File: config.mk
export PLATFORM = sky130hd
export DESIGN_NAME = ctrl_sequencer
export DESIGN_NICKNAME = d
export VERILOG_FILES = /design/src/rtl/ctrl_seq_pkg.sv /design/src/rtl/ctrl_sequencer_fifo.sv /design/src/rtl/ctrl_sequencer.sv
export SDC_FILE = /design/constraint.sdc
export NUM_CORES = 1
export LEC_CHECK = 0
export CAP_MARGIN = 0
export CORE_MARGIN = 5
export CORE_UTILIZATION = 53
export DETAILED_ROUTE_END_ITERATION = 7
export PLACE_DENSITY = 0.78
export SYNTH_ARGS = -nofsm -noshare
export SYNTH_HDL_FRONTEND = slang
export SYNTH_SLANG_ARGS = --single-unit
File: constraint.sdc
create_clock -name clk -period 4.4 [get_ports clk]
set_input_delay 0.66 -clock clk [delete_from_list [all_inputs] [get_ports clk]]
set_output_delay 0.66 -clock clk [all_outputs]
set_load 0.01 [all_outputs]
File: src/rtl/ctrl_seq_pkg.sv
// Shared types and constants for the controller command sequencer.
package ctrl_seq_pkg;

    localparam int DATA_W_DEF     = 32;
    localparam int FIFO_DEPTH_DEF = 8;
    localparam int LEN_W_DEF      = 16;

    // Flag positions inside header word 1
    localparam int HAS_DATA_BIT = 31;
    localparam int GAP_BIT      = 30;

    typedef enum logic [2:0] {
        FETCH_MODE,
        FETCH_LEN,
        RUN_DATA,
        RUN_HOLD,
        GAP
    } seq_state_e;

endpackage

File: src/rtl/ctrl_sequencer_fifo.sv
// Show-ahead synchronous FIFO; the head word is visible whenever not empty.
module sync_fifo #(
    parameter int DATA_W     = 32,
    parameter int FIFO_DEPTH = 8
) (
    input  logic              clk,
    input  logic              reset,
    input  logic              wr_en,
    input  logic [DATA_W-1:0] wr_data,
    input  logic              rd_en,
    output logic [DATA_W-1:0] rd_data,
    output logic              full,
    output logic              empty
);

    localparam int AW = $clog2(FIFO_DEPTH);
    localparam int CW = AW + 1;

    logic [DATA_W-1:0] mem [FIFO_DEPTH];
    logic [AW-1:0]     wr_ptr;
    logic [AW-1:0]     rd_ptr;
    logic [CW-1:0]     count;

    logic do_wr;
    logic do_rd;

    assign do_wr   = wr_en && !full;
    assign do_rd   = rd_en && !empty;
    assign full    = (count == CW'(FIFO_DEPTH));
    assign empty   = (count == '0);
    assign rd_data = mem[rd_ptr];

    // Storage is not reset: only pointers and count define visible contents
    always_ff @(posedge clk) begin
        if (do_wr) begin
            mem[wr_ptr] <= wr_data;
        end
    end

    always_ff @(posedge clk or negedge reset) begin
        if (!reset) begin
            wr_ptr <= '0;
            rd_ptr <= '0;
            count  <= '0;
        end else begin
            if (do_wr) wr_ptr <= wr_ptr + AW'(1);
            if (do_rd) rd_ptr <= rd_ptr + AW'(1);
            case ({do_wr, do_rd})
                2'b10:   count <= count + CW'(1);
                2'b01:   count <= count - CW'(1);
                default: count <= count;
            endcase
        end
    end

endmodule

File: src/rtl/ctrl_sequencer.sv
// Parses {mode, length/flags, data...} packets from a host FIFO and drives
// the controller enable/mode/in_data inputs one beat per cycle.
//
// state      | meaning
// FETCH_MODE | wait for / pop header word 0 (mode)
// FETCH_LEN  | wait for / pop header word 1 (LEN, GAP, HAS_DATA)
// RUN_DATA   | one beat per popped data word; stalls with enable=0 when dry
// RUN_HOLD   | LEN beats with in_data=0, no FIFO reads
// GAP        | single trailing beat with mode=0, in_data=0
module ctrl_sequencer
    import ctrl_seq_pkg::*;
#(
    parameter int DATA_W     = DATA_W_DEF,
    parameter int FIFO_DEPTH = FIFO_DEPTH_DEF,
    parameter int LEN_W      = LEN_W_DEF
) (
    input  logic                     clk,
    input  logic                     reset,
    input  logic                     s_valid,
    output logic                     s_ready,
    input  logic [DATA_W-1:0]        s_data,
    output logic                     enable,
    output logic [DATA_W-1:0]        mode,
    output logic signed [DATA_W-1:0] in_data,
    output logic                     cmd_done,
    output logic                     idle
);

    seq_state_e        state_q, state_d;
    logic [DATA_W-1:0] mode_reg_q, mode_reg_d;
    logic [LEN_W-1:0]  cnt_q, cnt_d;
    logic              gap_q, gap_d;
    logic              en_d;
    logic              done_d;
    logic [DATA_W-1:0] mode_d;
    logic [DATA_W-1:0] data_d;

    logic              pop;
    logic              full;
    logic              empty;
    logic [DATA_W-1:0] head;

    assign s_ready = !full;
    assign idle    = (state_q == FETCH_MODE) && empty;

    sync_fifo #(
        .DATA_W     (DATA_W),
        .FIFO_DEPTH (FIFO_DEPTH)
    ) u_fifo (
        .clk     (clk),
        .reset   (reset),
        .wr_en   (s_valid && s_ready),
        .wr_data (s_data),
        .rd_en   (pop),
        .rd_data (head),
        .full    (full),
        .empty   (empty)
    );

    always_comb begin
        state_d    = state_q;
        mode_reg_d = mode_reg_q;
        cnt_d      = cnt_q;
        gap_d      = gap_q;
        en_d       = 1'b0;
        done_d     = 1'b0;
        mode_d     = mode;
        data_d     = in_data;
        pop        = 1'b0;

        case (state_q)
            FETCH_MODE: begin
                if (!empty) begin
                    pop        = 1'b1;
                    mode_reg_d = head;
                    state_d    = FETCH_LEN;
                end
            end
            FETCH_LEN: begin
                if (!empty) begin
                    pop   = 1'b1;
                    cnt_d = head[LEN_W-1:0];
                    gap_d = head[GAP_BIT];
                    if (head[LEN_W-1:0] == '0) begin
                        state_d = head[GAP_BIT] ? GAP : FETCH_MODE;
                    end else begin
                        state_d = head[HAS_DATA_BIT] ? RUN_DATA : RUN_HOLD;
                    end
                end
            end
            RUN_DATA: begin
                if (!empty) begin
                    pop    = 1'b1;
                    en_d   = 1'b1;
                    mode_d = mode_reg_q;
                    data_d = head;
                    cnt_d  = cnt_q - LEN_W'(1);
                    if (cnt_q == LEN_W'(1)) begin
                        done_d  = 1'b1;
                        state_d = gap_q ? GAP : FETCH_MODE;
                    end
                end
            end
            RUN_HOLD: begin
                en_d   = 1'b1;
                mode_d = mode_reg_q;
                data_d = '0;
                cnt_d  = cnt_q - LEN_W'(1);
                if (cnt_q == LEN_W'(1)) begin
                    done_d  = 1'b1;
                    state_d = gap_q ? GAP : FETCH_MODE;
                end
            end
            GAP: begin
                en_d    = 1'b1;
                mode_d  = '0;
                data_d  = '0;
                done_d  = 1'b1;
                state_d = FETCH_MODE;
            end
            default: state_d = FETCH_MODE;
        endcase
    end

    always_ff @(posedge clk or negedge reset) begin
        if (!reset) begin
            state_q    <= FETCH_MODE;
            mode_reg_q <= '0;
            cnt_q      <= '0;
            gap_q      <= 1'b0;
            enable     <= 1'b0;
            mode       <= '0;
            in_data    <= '0;
            cmd_done   <= 1'b0;
        end else begin
            state_q    <= state_d;
            mode_reg_q <= mode_reg_d;
            cnt_q      <= cnt_d;
            gap_q      <= gap_d;
            enable     <= en_d;
            mode       <= mode_d;
            in_data    <= data_d;
            cmd_done   <= done_d;
        end
    end

endmodule
==> reports/results.txt, run 1 <==
Status: finished clean
PD cells: 748 nW/um2
Vias: 8496
Hold crit path type: primary input to asynchronous set/reset pin
TritonCTS Sinks: 384
Initial antenna violation count: 5
Critical Path AT: 2.42 ns
Crit path max fanout: 7
Post-route ant nets: 0
Minimum hold slack: 0.249 ns
Top Ports: 103
Post-synthesis compound-gate area fraction: 4.97%
Buffer count from post-CTS setup fixing: 0
Fin crit share: 70.1%
Antenna cells: 0
Gpl congestion: 0.840
Slew @ Worst Pin: 1.08 ns
Slowest CP cell: nor4_1
Delay-heaviest family, CP: simple AND/OR/NAND/NOR gates
Max_cap viols: 0
Setup crit end kind: primary output
DR iter-0 viols: 769
Peak VDD IR: 0.352 mV
Clock buffer depth: 3
HPWL after DPL: 19000 um
Critical setup path kind: flip-flop to primary output
Post-synthesis adder-cell area fraction: 0.582%
# hold bufs at CTS: 0
Crit start category: flip-flop
Synth unique cells: 52
Yosys Warn Count: 0
Clock-pin slew on the worst setup and hold paths: 0.07 ns
Row cnt: 61
Post-Synth Simple-Gate Area: 7.40%
Root Buffer: clkbuf_16
Vias per std cell: 5.84
F_max: 0.324 GHz
Clock Latency Late Sink: 0.54 ns
Fraction of layout cells with a size suffix above 1: 14.4%
Number of synthesized flops with an enable pin: 256
Initial Util: 53.9%
Multiplexer share of the synthesized area: 12.3%
Ranking of synthesized cells by area: edfxtp_1 51%, dfrtp_1 21%, mux4_2 7.8%
LEAKAGE: 0.00648 uW
Core footprint: 27900 um2
Vias in the first global route: 8681
Residual DRC count: 0
Worst path bufs/invs: 1
Setup TNS: 0 ns
Port Buf Inserts: 102
CTS tree: built
Post-Syn Area per Cell: 16.0 um2
Cells after Synth: 939
H-tree levels: 2
CP max stage delay: 0.64 ns
Xor/xnor cell area share of the yosys netlist: 0.523%
Worst EP required: 3.74 ns
Clock Skews: 0.0304 ns
First-pass iteration count of the detailed router: 5
Cts repair resizes: 0
First-pass GRT wire length: 50800 um
Drt wl/cell: 22.2 um
Register area: 10900 um2
Final setup violation count: 0
Largest net degree at the start of global routing: 70
RSZ-0062 raised after global routing: no
Congestion Overflow GR: 0
Ys async rst share: 33.3%
Slew HR: 28.0%
Total Wirelength: 32300 um
GRT Total Usage: 20.8%
Area leader, netlist: edfxtp_1
Worst path cell trace: nor4_1, and3_1, clkdlybuf4s50_1
Largest family of logic cells by synthesized area: multiplexers
Nets@finish: 1089
Die width: 179 um
Register area share after synthesis: 72.3%
Die area: 31900 um2
P&R area growth vs syn: 17.8%
Number of hold violations in the final report: 0
Die Y-Extent: 179 um
Slew Viols, Final: 0
Top_reg_cell synth: edfxtp_1
#FFs+latches synth: 384
# fillers: 1915
Fin crit period: 3.08 ns
Cell Area, Synth: 15100 um2
Syn_nets: 981
Area of the multi-input gates: 3940 um2
Total power: 13300 uW
CTS Buf Count: 37
Yosys top cell area share: 51.0%
logic make-up (layout without fill, tap and decap cells):
family          after synthesis  after routing
compound gates              127            127
xor+xnor                      9              9
fa+ha+maj                     7              7
buf+inv                      61            198
flops                       384            384
mux                          99             99
simple gates                252            252
layout by cell type, fill, tap and decap left out, types with 3 or more instances in the layout:
cell type        count
mux4_1              12
dfrtp_1            125
nor2b_1              4
a21o_1               3
nor3_1               5
clkbuf_16           37
nor2_1              52
a21oi_1             40
clkinv_2             8
xor2_1               5
nand2b_1             3
nor4_4               3
clkbuf_8             4
buf_4               23
clkdlybuf4s50_1    101
nor3_2               4
nand2_1            119
edfxtp_1           256
ha_1                 7
xnor2_1              4
clkbuf_1             8
or4_1                4
a22o_1               9
mux2_2               3
o21ai_0             51
inv_1                6
mux4_2              52
nand3_1             40
a31oi_1              3
nand4_1              7
bufinv_16            4
mux2i_1             30
registers in the layout, indices dropped and copies added (netlist names), 3 cells and up:
register / flops
mode: 32
u_fifo.wr_ptr: 3
u_fifo.count: 4
mode_reg_q: 32
state_q: 3
in_data: 32
cnt_q: 16
u_fifo.mem: 256
u_fifo.rd_ptr: 3
path summary, 6_finish.rpt:
| check | from | to | slack (ns) | depth (start not counted) |
|---|---|---|---|---|
| max | u_fifo.count[2] | idle | 1.32 | 3 |
| min | reset | cnt_q[10] | 0.25 | 1 |
| max reg2reg | u_fifo.rd_ptr[0] | state_q[0] | 1.40 | 6 |
| min reg2reg | mode[30] | mode[30] | 0.46 | 2 |
| max in group asynchronous | reset | mode[25] | 3.07 | 2 |
| min in group clk | mode[30] | mode[30] | 0.46 | 2 |
worst register-to-register path: stages, from the launching register on:
cell and delay [ns]:
dfrtp_4 0.77, buf_4 0.32, mux4_2 0.53, mux2i_1 0.51, nand4_1 0.25, nor4_4 0.32
o221ai_1 0.17
report_power, final:
part | switching (uW) | internal (uW) | leakage [uW]
combinational | 2490 | 2030 | 0.00203
clock | 1310 | 1880 | 0.000608
sequential | 739 | 4830 | 0.00384
area by class of cell:
cell class | instances | area share (%)
clock buffers | 50 | 5.74
clock inverters | 18 | 1.22
inverters | 6 | 0.127
multi-input cells | 494 | 22.2
flip-flops and latches | 384 | 61.4
well taps | 378 | 2.66
repair buffers | 124 | 6.67
Yosys cell counts, types with 3 or more instances:
cell type,n
or4_1,4
a21oi_1,40
mux4_1,12
a22o_1,9
xor2_1,5
a31oi_1,3
clkbuf_1,33
nand2b_1,3
nand4_1,7
edfxtp_1,256
mux2i_1,30
nor2b_1,4
inv_1,6
buf_6,3
ha_1,7
nor3_1,9
mux4_2,52
buf_2,13
mux2_2,3
nand3_1,40
nand2_1,119
nor4_1,3
dfrtp_1,128
buf_1,5
xnor2_1,4
nor2_1,55
o21ai_0,51
a21o_1,3
stage by stage:
step           instance area [um2]  worst slack, ns  util (%)  cells
3_3_place_gp                 16500             1.50      59.1   1386
5_1_grt                      17700             1.15      63.5   1454
6_report                     17700             1.32      63.5   1454
2_1_floorplan                15100            0.678         -    939
4_1_cts                      17700             1.28      63.5   1454
3_5_place_dp                 16500             1.46      59.1   1386
routing by layer:
layer | vias to the layer above | part of all wire, % | GRT usage, %
met5 | - | 0.20 | 0
met4 | 10 | 2.3 | 5.53
met3 | 63 | 7.9 | 4.75
met2 | 352 | 49 | 34.0
met1 | 4286 | 40 | 28.7
li1 | 3785 | - | -
(Power assumes the default switching activity.)
==> inputs of run 2 (changes only) <==
==> constraint.sdc (replaced) <==
create_clock -name clk -period 2.6 [get_ports clk]
set_input_delay 0.39 -clock clk [delete_from_list [all_inputs] [get_ports clk]]
set_output_delay 0.39 -clock clk [all_outputs]
set_load 0.01 [all_outputs]
==> reports/results.txt, run 2 (synthesized netlist as in run 1, its figures left out) <==
Worst EP required: 2.97 ns (-0.77 ns)
Gpl congestion: 0.802 (-4.5%)
Max FFs per register: 256 (unchanged)
CTS tree: built
Largest net degree at the start of global routing: 66 (-5.7%)
Clock buffer depth: 3 (unchanged)
Vias: 8621 (+1.5%)
Row cnt: 61 (unchanged)
Layer with the highest usage: met2
Setup crit end kind: flip-flop
HPWL after DPL: 19400 um (+2.0%)
Buffer count from post-CTS setup fixing: 0 (unchanged)
Post-route ant nets: 0 (unchanged)
Peak VDD IR: 0.624 mV (+77%)
Initial Util: 53.9% (unchanged)
CTS Buf Count: 38 (+2.7%)
Final setup violation count: 0 (unchanged)
Residual DRC count: 0 (unchanged)
Total Wirelength: 31200 um (-3.3%)
Top Ports: 103 (unchanged)
First-pass GRT wire length: 50000 um (-1.5%)
Initial antenna violation count: 3 (-2)
Vias in the first global route: 8771 (+1.0%)
Placed Cells: 1418 (+2.3%)
Crit start category: flip-flop
Most frequent cells in the layout: 256 x edfxtp_1, 124 x dfrtp_1, 119 x nand2_1
Core footprint: 27900 um2 (unchanged)
Port Buf Inserts: 102 (unchanged)
Die Y-Extent: 179 um (unchanged)
Critical setup path kind: flip-flop to flip-flop
Clock-pin slew on the worst setup and hold paths: 0.06 ns (about the same)
TritonCTS Sinks: 384 (unchanged)
H-tree levels: 2 (unchanged)
Met2 Use GR: 32.5% (-1.5 points)
DR iter-0 viols: 838 (+9.0%)
Clock Latency Late Sink: 0.51 ns (-0.03 ns)
Non-Filler Instances: 1483 (+2.0%)
Slew HR: 31.4% (+3.5 points)
F_max: 0.417 GHz
Root Buffer: clkbuf_16
Clock Skews: 0.0112 ns (-0.0191 ns)
Fin crit share: 92.2%
Most common cell after layout, fill and taps aside: edfxtp_1
First-pass iteration count of the detailed router: 5 (unchanged)
Congestion Overflow GR: 0 (unchanged)
Cell Area, Placed: 16900 um2 (+2.6%)
Crit path max fanout: 8 (+1)
Slew @ Worst Pin: 1.03 ns (-0.0522 ns)
Fin crit period: 2.40 ns
Number of hold violations in the final report: 0 (unchanged)
Vias per std cell: 5.81 (-0.51%)
GR met1 Demand/Resource: 29.2% (+0.48 points)
GRT Total Usage: 20.3% (-0.46 points)
Post-route cell area: 18100 um2 (+2.0%)
Drt wl/cell: 21.1 um (-5.1%)
Total power: 22800 uW (+72%)
LEAKAGE: 0.00665 uW (+2.6%)
# fillers: 1879 (-1.9%)
Critical Path AT: 2.76 ns (+0.34 ns)
RSZ-0062 raised after global routing: no
Max_cap viols: 0 (unchanged)
Status: finished clean
Largest Register: u_fifo.mem
GR Util met3: 4.11% (-0.64 points)
Slew Viols, Final: 0 (unchanged)
Die width: 179 um (unchanged)
Fraction of layout cells with a size suffix above 1: 16.2% (+1.8 points)
P&R area growth vs syn: 20.2%
Hold crit path type: primary input to asynchronous set/reset pin
Nets@finish: 1123 (+3.1%)
PD cells: 1260 nW/um2 (+68%)
Die area: 31900 um2 (unchanged)
-- run 2: cell type report --
type | instances | area (um2) | share of cell area [%]
diodes | 1 | 2.50 | 0.0138
inverters | 6 | 22.5 | 0.124
well taps | 378 | 473 | 2.61
repair buffers | 157 | 1580 | 8.75
clock buffers | 53 | 1060 | 5.86
flip-flops and latches | 384 | 10900 | 60.2
multi-input cells | 494 | 3980 | 22.0
clock inverters | 10 | 77.6 | 0.429
-- run 2: power by group --
group          internal, uW  total, uW  switching [uW]
Clock                  2940       5060            2130
Sequential             8180       9060             886
Combinational          3990       8640            4660
-- run 2: critical path, stage by stage, from the launching register on --
cell and delay [ns]:
dfrtp_4 0.44, buf_4 0.21, mux4_1 0.56, mux2i_1 0.32, nand4_1 0.20, nor4_4 0.35
o221ai_1 0.17
-- run 2: path summary, 6_finish.rpt --
kind                                        from            end  slack, ns  cells past startpoint
worst min register to register          mode[10]       mode[10]       0.46                      2
worst max-delay path            u_fifo.rd_ptr[0]     state_q[0]       0.20                      6
min in group clk                        mode[10]       mode[10]       0.46                      2
worst min-delay path                       reset  mode_reg_q[9]       0.41                      2
max in group asynchronous                  reset       mode[25]       1.49                      3
worst max register to register  u_fifo.rd_ptr[0]     state_q[0]       0.20                      6
-- run 2: routing by layer --
metal | part of all wire [%] | vias to the layer above
met3 | 7.0 | 56
met5 | 0.083 | -
li1 | - | 3864
met1 | 43 | 4373
met2 | 48 | 324
met4 | 2.2 | 4
-- run 2: metrics by stage --
step	hold WS [ns]	utilization (%)	worst slack (ns)	TNS [ns]
final	0.414	64.8	0.203	0
after detailed placement	0.411	60.6	0.0982	0
after CTS	0.404	64.8	0.0396	0
after global placement	0.417	60.6	0.145	0
after global routing	0.438	64.8	0.0178	0
after floorplan	0.0944	-	-0.191	-31.00
-- run 2: timing repair --
action	in CTS	in global routing
gates resized for setup	2	4
endpoints found under the hold margin	38	0
hold buffers	1	0
endpoints found under the setup margin	1	1
==> inputs of run 3 (changes only) <==
--- a/config.mk
+++ b/config.mk
@@ -6,10 +6,12 @@
 export NUM_CORES = 1
 export LEC_CHECK = 0
 export CAP_MARGIN = 0
-export CORE_MARGIN = 5
+export CORE_MARGIN = 2
 export CORE_UTILIZATION = 53
+export CTS_CLUSTER_SIZE = 40
 export DETAILED_ROUTE_END_ITERATION = 7
 export PLACE_DENSITY = 0.78
+export REMOVE_ABC_BUFFERS = 1
 export SYNTH_ARGS = -nofsm -noshare
 export SYNTH_HDL_FRONTEND = slang
 export SYNTH_SLANG_ARGS = --single-unit
==> reports/results.txt, run 3 (synthesized netlist as in run 1, its figures left out) <==
Slew @ Worst Pin: 0.563 ns (-0.466 ns)
P&R area growth vs syn: 21.0%
Total Wirelength: 33200 um (+6.4%)
Number of hold violations in the final report: 0 (unchanged)
Register area: 10900 um2 (unchanged)
Slew Viols, Final: 0 (unchanged)
Crit path max fanout: 7 (-1)
DR iter-0 viols: 836 (-0.24%)
Hold crit path type: primary input to asynchronous set/reset pin
Initial antenna violation count: 1 (-2)
Top Ports: 103 (unchanged)
Die Y-Extent: 173 um (-3.4%)
Status: finished clean
Switching part of the total power: 33.8% (+0.16 points)
First-pass GRT wire length: 51600 um (+3.2%)
Slew HR: 62.4% (+31 points)
TritonCTS Sinks: 384 (unchanged)
Die width: 173 um (-3.4%)
CTS Buf Count: 37 (-2.6%)
Gpl congestion: 0.845 (+5.4%)
PD cells: 1280 nW/um2 (+1.6%)
Vias: 8833 (+2.5%)
CTS tree: built
Combinational power share: 38.1% (about the same)
Critical setup path kind: flip-flop to flip-flop
HPWL after DPL: 19300 um (-0.72%)
Row cnt: 61 (unchanged)
Crit start category: flip-flop
Total power: 23300 uW (+2.3%)
Fin crit share: 94.2% (+2.0 points)
Congestion Overflow GR: 0 (unchanged)
Largest Register: u_fifo.mem
Post-route ant nets: 0 (unchanged)
Most common cell after layout, fill and taps aside: edfxtp_1
Placed Cells: 1424 (+0.42%)
Area of the multi-input gates: 3940 um2 (-1.2%)
GRT Total Usage: 22.4% (+2.1 points)
Clock Latency Late Sink: 0.52 ns (about the same)
First-pass iteration count of the detailed router: 5 (unchanged)
Worst EP required: 3.00 ns (+0.03 ns)
Initial Util: 54.1% (+0.15 points)
# fillers: 1855 (-1.3%)
Clock-pin slew on the worst setup and hold paths: 0.06 ns (about the same)
Core footprint: 27900 um2 (-0.27%)
Fraction of layout cells with a size suffix above 1: 17.1% (+0.93 points)
Sw power: 7890 uW (+2.8%)
Buffer count from post-CTS setup fixing: 0 (unchanged)
Vias in the first global route: 9099 (+3.7%)
Port Buf Inserts: 102 (unchanged)
Drt wl/cell: 22.3 um (+5.7%)
RSZ-0062 raised after global routing: no
Critical Path AT: 2.85 ns (+0.09 ns)
Most frequent cells in the layout: 256 x edfxtp_1, 124 x dfrtp_1, 119 x nand2_1
Clock buffer depth: 3 (unchanged)
Setup crit end kind: flip-flop
Die area: 29800 um2 (-6.6%)
Clock share of power: 23.0% (+0.8 points)
Max_cap viols: 0 (unchanged)
LEAKAGE: 0.00671 uW (+0.90%)
Nets@finish: 1128 (+0.45%)
Largest net degree at the start of global routing: 44 (-33%)
Root Buffer: clkbuf_16
Fin crit period: 2.45 ns (+0.0523 ns)
Non-Filler Instances: 1493 (+0.67%)
Vias per std cell: 5.92 (+1.8%)
Power Internal: 15400 uW (+2.1%)
Peak VDD IR: 0.575 mV (-7.9%)
H-tree levels: 2 (unchanged)
Max FFs per register: 256 (unchanged)
Clock Skews: 0.0224 ns (+0.0112 ns)
Final setup violation count: 0 (unchanged)
Reg power frac: 38.9% (-0.9 points)
Minimum hold slack: 0.376 ns (-0.0375 ns)
F_max: 0.408 GHz (-2.1%)
Residual DRC count: 0 (unchanged)
[run 3: power groups by stage]
stage	clock [uW]	sequential (uW)	combinational, uW
6_report	5360	9070	8880
5_1_grt	5660	9220	9620
4_1_cts	5430	9050	8920
3_5_place_dp	0	9140	8820
3_3_place_gp	0	9070	8560
2_1_floorplan	0	9570	4480
[run 3: what timing repair did]
action | 4_1_cts | 5_1_grt
gates resized for setup | 2 | 2
hold endpoints to repair | 40 | 0
endpoints found under the setup margin | 1 | 2
hold buffers | 1 | 0
[run 3: path summary, 6_finish.rpt]
check | slack, ns | cells after the start | start | to
worst max-delay path | 0.15 | 9 | u_fifo.count[2] | u_fifo.count[2]
worst max register to register | 0.15 | 9 | u_fifo.count[2] | u_fifo.count[2]
worst min register to register | 0.46 | 2 | mode[23] | mode[23]
max in group asynchronous | 1.51 | 3 | reset | mode_reg_q[28]
min in group clk | 0.46 | 2 | mode[23] | mode[23]
worst min-delay path | 0.38 | 2 | reset | mode_reg_q[13]
[run 3: final cells by class]
| class | instances | area share [%] |
|---|---|---|
| inverters | 6 | 0.124 |
| repair buffers | 163 | 9.23 |
| diodes | 1 | 0.0137 |
| clock buffers | 46 | 5.32 |
| well taps | 378 | 2.60 |
| clock inverters | 21 | 1.31 |
| flip-flops and latches | 384 | 59.8 |
| multi-input cells | 494 | 21.6 |
[run 3: per-stage QoR]
stage               setup TNS (ns)  utilization [%]  setup slack, ns  cell area, um2
global placement                 0             61.0            0.142           17000
CTS                              0             65.4           0.0833           18200
detailed placement               0             61.0            0.120           17000
global route                     0             65.4           0.0225           18200
floorplan                  -303.49                -            -1.85           14800
finish                           0             65.4            0.151           18200
[run 3: per-layer routing]
metal,part of all wire (%),track usage [%]
met1,41,30.5
met4,3.1,8.80
met2,49,36.4
met3,7.3,4.27
met5,0,0
[run 3: critical path, stage by stage, from the launching register on]
cell	delay, ns
dfrtp_2	0.45
or4_1	0.55
and2_1	0.23
ha_2	0.24
xor2_1	0.17
ha_1	0.17
a21oi_1	0.14
xor2_1	0.16
nor2_1	0.07
xor2_1	0.14
==> RTL edit 1: new RTL, flow settings as in run 3 <==
`FIFO_DEPTH_DEF`: 8 -> 16.
--- a/src/rtl/ctrl_seq_pkg.sv
+++ b/src/rtl/ctrl_seq_pkg.sv
@@ -2,7 +2,7 @@
 package ctrl_seq_pkg;
 
     localparam int DATA_W_DEF     = 32;
-    localparam int FIFO_DEPTH_DEF = 8;
+    localparam int FIFO_DEPTH_DEF = 16;
     localparam int LEN_W_DEF      = 16;
 
     // Flag positions inside header word 1
Behaviour: no difference found for any inputs over 4 cycles, from zero or initial values and one cycle with reset low; that may be too few to reach the edited logic, so the function may still have changed.
==> RTL edit 1 against run 3 <==
  * The flow now finishes with violations (setup timing)
  * Cell area is 69% higher
  * Cell count is 49% higher
  * Sequential cell count is 259 higher
  * Sequential share of layout area is 0.62 points higher
  * Maximum frequency is 19% lower
  * Setup slack worse by 0.56 ns
  * Utilization is 1.1 points higher
  * Worst hold slack worse by 0.081 ns
  * Power is 66% higher
  * Count of clock-buffer cells in the layout is 35 higher
  * Synthesized cell count is 39% higher
  * Area after synthesis is 65% higher
  * Routed wire length is 92% higher
  * Critical endpoint is now state_q[0]$_DFFE_PN0P_
  * Largest power group is now combinational logic
  * Highest routed layer is now met5
==> RTL edit 1: results (changes against run 3) <==
Status
Result of the run: finished with violations (was finished clean). The checks that failed: setup timing.

Synth
The count of cell types in the netlist came to 47 (was 52). The sequential share of the synthesized area is 74.9% (was 72.3%). Most common library cells after synthesis: 512 x sky130_fd_sc_hd__edfxtp_1, 137 x sky130_fd_sc_hd__mux4_2, 131 x sky130_fd_sc_hd__dfrtp_1 (was 256 x sky130_fd_sc_hd__edfxtp_1, 128 x sky130_fd_sc_hd__dfrtp_1, 119 x sky130_fd_sc_hd__nand2_1).

The post-synthesis async set-or-reset flop share is 20.4% (was 33.3%). The post-synthesis cell count is 1,301 (was 939).

STA
The minimum setup slack in the final design is -0.413 ns (was 0.151 ns). The setup total negative slack is -1.51 ns (was 0 ns). The final-report setup violation count is 14 (was 0). The worst slew slack as a fraction of its limit came to 31.4% (was 62.4%).

CTS
The number of CTS-inserted buffers is 60 (was 37).

Cells and area
The share of cells above drive strength 1 is 31.5% (was 17.1%). The net total in the final layout is 1,607 (was 1,128). The flip-flop count of the largest register, all copies and words added is 512 (was 256). The filler cell count is 2,885 (was 1,855).

GRT
The number of global-route vias before repair is 14,300 (was 9,099). The global routing usage on met2 is 43.3% (was 36.4%). The routing usage on met1 was 35.4% (was 30.5%). The first-pass GRT wire length is 92,100 µm (was 51,600 µm). The number of antenna violations at the first check in global routing was 3 (was 1).

Critical path
The source of the worst register-to-register timing path is u_fifo.rd_ptr[0]$_DFFE_PN0P_ (was u_fifo.count[2]$_DFFE_PN0P_). The slowest cell on the critical path is sky130_fd_sc_hd__mux4_2 (was sky130_fd_sc_hd__or4_1). The termination of the worst setup path is state_q[0]$_DFFE_PN0P_ (was u_fifo.count[2]$_DFFE_PN0P_). The biggest cell delay along the critical path was 0.51 ns (was 0.55 ns). The worst endpoint data arrival time is 3.53 ns (was 2.85 ns).

The highest fanout seen on the critical path was 5 (was 7).

Power
The worst IR drop on VDD is 0.772 mV (was 0.575 mV). The leakage power was 10.8 nW (was 6.71 nW).

Routing
The highest layer used for signal routing is met5 (was met4). The mean number of vias per cell is 6.36 (was 5.92). The initial DRC count is 1,627 (was 836). The routed wirelength normalized by instance count is 28.6 µm (was 22.3 µm).

Placement
The post-placement cell area is 28,000 µm² (was 17,000 µm²). The weighted congestion reported at the end of routability-driven placement came to 0.812 (was 0.845). The number of placed instances, taps included was 2,073 (was 1,424).
[RTL edit 1: cell count changes in the layout (fill, tap and decap cells not counted), moves of 23 or more]
cell,change
sky130_fd_sc_hd__edfxtp_1,+256
sky130_fd_sc_hd__a22o_1,+23
sky130_fd_sc_hd__mux4_2,+85
sky130_fd_sc_hd__nor2_1,-28
sky130_fd_sc_hd__nand2_1,-29
sky130_fd_sc_hd__clkbuf_16,+27
sky130_fd_sc_hd__buf_4,+68
sky130_fd_sc_hd__buf_12,+28
sky130_fd_sc_hd__o21ai_0,-29
[RTL edit 1: layout make-up]
class	instances	share of cell area (%)
Antenna cell	4	0.0324
Clock buffer	81	5.35
Clock inverter	33	1.53
Inverter	13	0.158
Multi-Input combinational cell	572	20.5
Sequential cell	643	60.4
Tap cell	607	2.46
Timing Repair Buffer	270	9.57
[RTL edit 1: kinds of logic after synthesis]
kind of cell,after synthesis,synth area share [%]
AOI/OAI and AO/OA,142,3.95
xor gates and xnor gates,11,0.387
adders and majority gates,12,0.633
buffers and inverters,86,1.60
DFF,643,74.9
muxes,185,14.5
and+or+nand+nor,222,4.00
[RTL edit 1: repair_timing]
item                                    4_1_cts  5_1_grt
buffers inserted                             23        6
endpoints found under the hold margin        45        0
hold buffers                                  1        0
endpoints found under the setup margin       26       32
gates resized for setup                      36       58
pin swaps                                    13       20
gates cloned                                  1        3
[RTL edit 1: where the power goes]
group | switching [mW] | internal [mW] | total, mW | leakage (nW)
clock network | 3.84 | 5.57 | 9.41 | 1.04
registers | 0.955 | 13.0 | 13.9 | 6.24
logic | 8.01 | 7.31 | 15.3 | 3.57
==> RTL edit 2: new RTL, config.mk and constraints of run 3 <==
Made on the original files. Re-encode `seq_state_e` (5 states) as one-hot, 5 bits wide.
--- a/src/rtl/ctrl_seq_pkg.sv
+++ b/src/rtl/ctrl_seq_pkg.sv
@@ -9,12 +9,12 @@
     localparam int HAS_DATA_BIT = 31;
     localparam int GAP_BIT      = 30;
 
-    typedef enum logic [2:0] {
-        FETCH_MODE,
-        FETCH_LEN,
-        RUN_DATA,
-        RUN_HOLD,
-        GAP
+    typedef enum logic [4:0] {
+        FETCH_MODE = 5'b00001,
+        FETCH_LEN  = 5'b00010,
+        RUN_DATA   = 5'b00100,
+        RUN_HOLD   = 5'b01000,
+        GAP        = 5'b10000
     } seq_state_e;
 
 endpackage
Function: no difference found for any inputs over 4 cycles, from zero or initial values and one cycle with reset low; so few cycles prove little.
==> RTL edit 2 against run 3 <==
  * Routed wire length fell by 0.36%
  * Setup slack got worse by 0.062 ns
  * Sequential cell count rose by 2
  * Sequential share of layout area fell by 0.90 points
  * Maximum frequency fell by 2.5%
  * Area after synthesis rose by 0.97%
  * Count of clock-buffer cells in the layout rose by 5
  * Cell area rose by 2.0%
  * First-iteration DRC count fell by 12%
  * Power fell by 1.1%
  * Highest routed layer unchanged
==> RTL edit 2: results (changes against run 3) <==
Cells and area
The number of diodes added for antenna fixing is 0 (was 1). The number of standard cells in the layout, taps in and fillers out is 1,571 (was 1,493). The filler cell count is 1,990 (was 1,855).

Placement
The placed wire-length estimate after detailed placement is 19,700 µm (was 19,300 µm). The number of placed instances, taps included is 1,491 (was 1,424).

Critical path
The origin of the worst setup path is state_q[1]$_DFFE_PN0P_ (was u_fifo.count[2]$_DFFE_PN0P_). The termination of the worst setup path is idle (was u_fifo.count[2]$_DFFE_PN0P_). The worst endpoint data arrival time is 2.12 ns (was 2.85 ns). The source of the worst register-to-register timing path is u_fifo.rd_ptr[0]$_DFFE_PN0P_ (was u_fifo.count[2]$_DFFE_PN0P_). The slowest cell on the critical path is sky130_fd_sc_hd__clkdlybuf4s50_1 (was sky130_fd_sc_hd__or4_1). The gate family responsible for the most delay along the worst path is buffers and inverters (was simple AND/OR/NAND/NOR gates).

Synth
The post-synthesis cell count was 1,000 (was 939). Ranking of synthesized cells by area: sky130_fd_sc_hd__edfxtp_1 51%, sky130_fd_sc_hd__dfrtp_1 21%, sky130_fd_sc_hd__mux4_2 5.9%, sky130_fd_sc_hd__mux2i_1 3.2%, sky130_fd_sc_hd__nand2_1 3.1% (was sky130_fd_sc_hd__edfxtp_1 51%, sky130_fd_sc_hd__dfrtp_1 21%, sky130_fd_sc_hd__mux4_2 7.8%, sky130_fd_sc_hd__nand2_1 3.0%, sky130_fd_sc_hd__mux4_1 2.1%). The count of cell types in the netlist is 58 (was 52).

The post-synthesis async set-or-reset flop share came to 33.7% (was 33.3%). The sequential share of the synthesized area is 72.0% (was 72.3%). The post-synthesis share of cell area spent on full adders, half adders and majority gates is 0.708% (was 0.582%). The multiplexer share of the synthesized area came to 10.7% (was 12.3%).

GRT
The largest net degree at the start of global routing was 66 (was 44). The first-pass GRT wire length is 51,900 µm (was 51,600 µm). The number of global-route vias before repair came to 9,172 (was 9,099).

Routing
The detailed-routed wire length on met3 was 2170 µm (was 2430 µm). The initial DRC count is 734 (was 836). The overall routed net length is 33,100 µm (was 33,200 µm). The routed metal-1 wire length is 13,900 µm (was 13,500 µm).

CTS
The post-cts sizing count is 1 (was 2). The number of CTS-inserted buffers is 39 (was 37). The count of buffers added by post-CTS timing repair for setup is 1 (was 0).

STA
The worst hold margin is 0.385 ns (was 0.376 ns). The transition time at the pin with the least slew margin was 0.724 ns (was 0.563 ns). The minimum setup slack in the final design is 0.0890 ns (was 0.151 ns).

Power
The worst IR drop on VDD came to 0.775 mV (was 0.575 mV).

Status
Result of the run: finished clean (unchanged).
[RTL edit 2: changes by cell type after synthesis, moves of 12 or more]
cell,delta
sky130_fd_sc_hd__nand3_1,-34
sky130_fd_sc_hd__mux4_2,-12
sky130_fd_sc_hd__o22ai_1,+18
sky130_fd_sc_hd__a21oi_1,+22
sky130_fd_sc_hd__o21ai_0,+33
sky130_fd_sc_hd__mux2i_1,+19
[RTL edit 2: power by group]
part	internal, mW	switching (mW)	leakage, nW	total (mW)
Sequential	8.11	0.863	3.92	8.97
Clock	3.52	2.36	0.667	5.88
Combinational	3.76	4.44	2.40	8.19
Total	15.4	7.65	6.99	23.0
[RTL edit 2: layout make-up]
| cell class | instances | area share (%) |
|---|---|---|
| clock buffers | 51 | 5.71 |
| flip-flops and latches | 386 | 58.9 |
| well taps | 384 | 2.58 |
| inverters | 9 | 0.182 |
| multi-input cells | 547 | 21.8 |
| repair buffers | 173 | 9.16 |
| clock inverters | 21 | 1.66 |
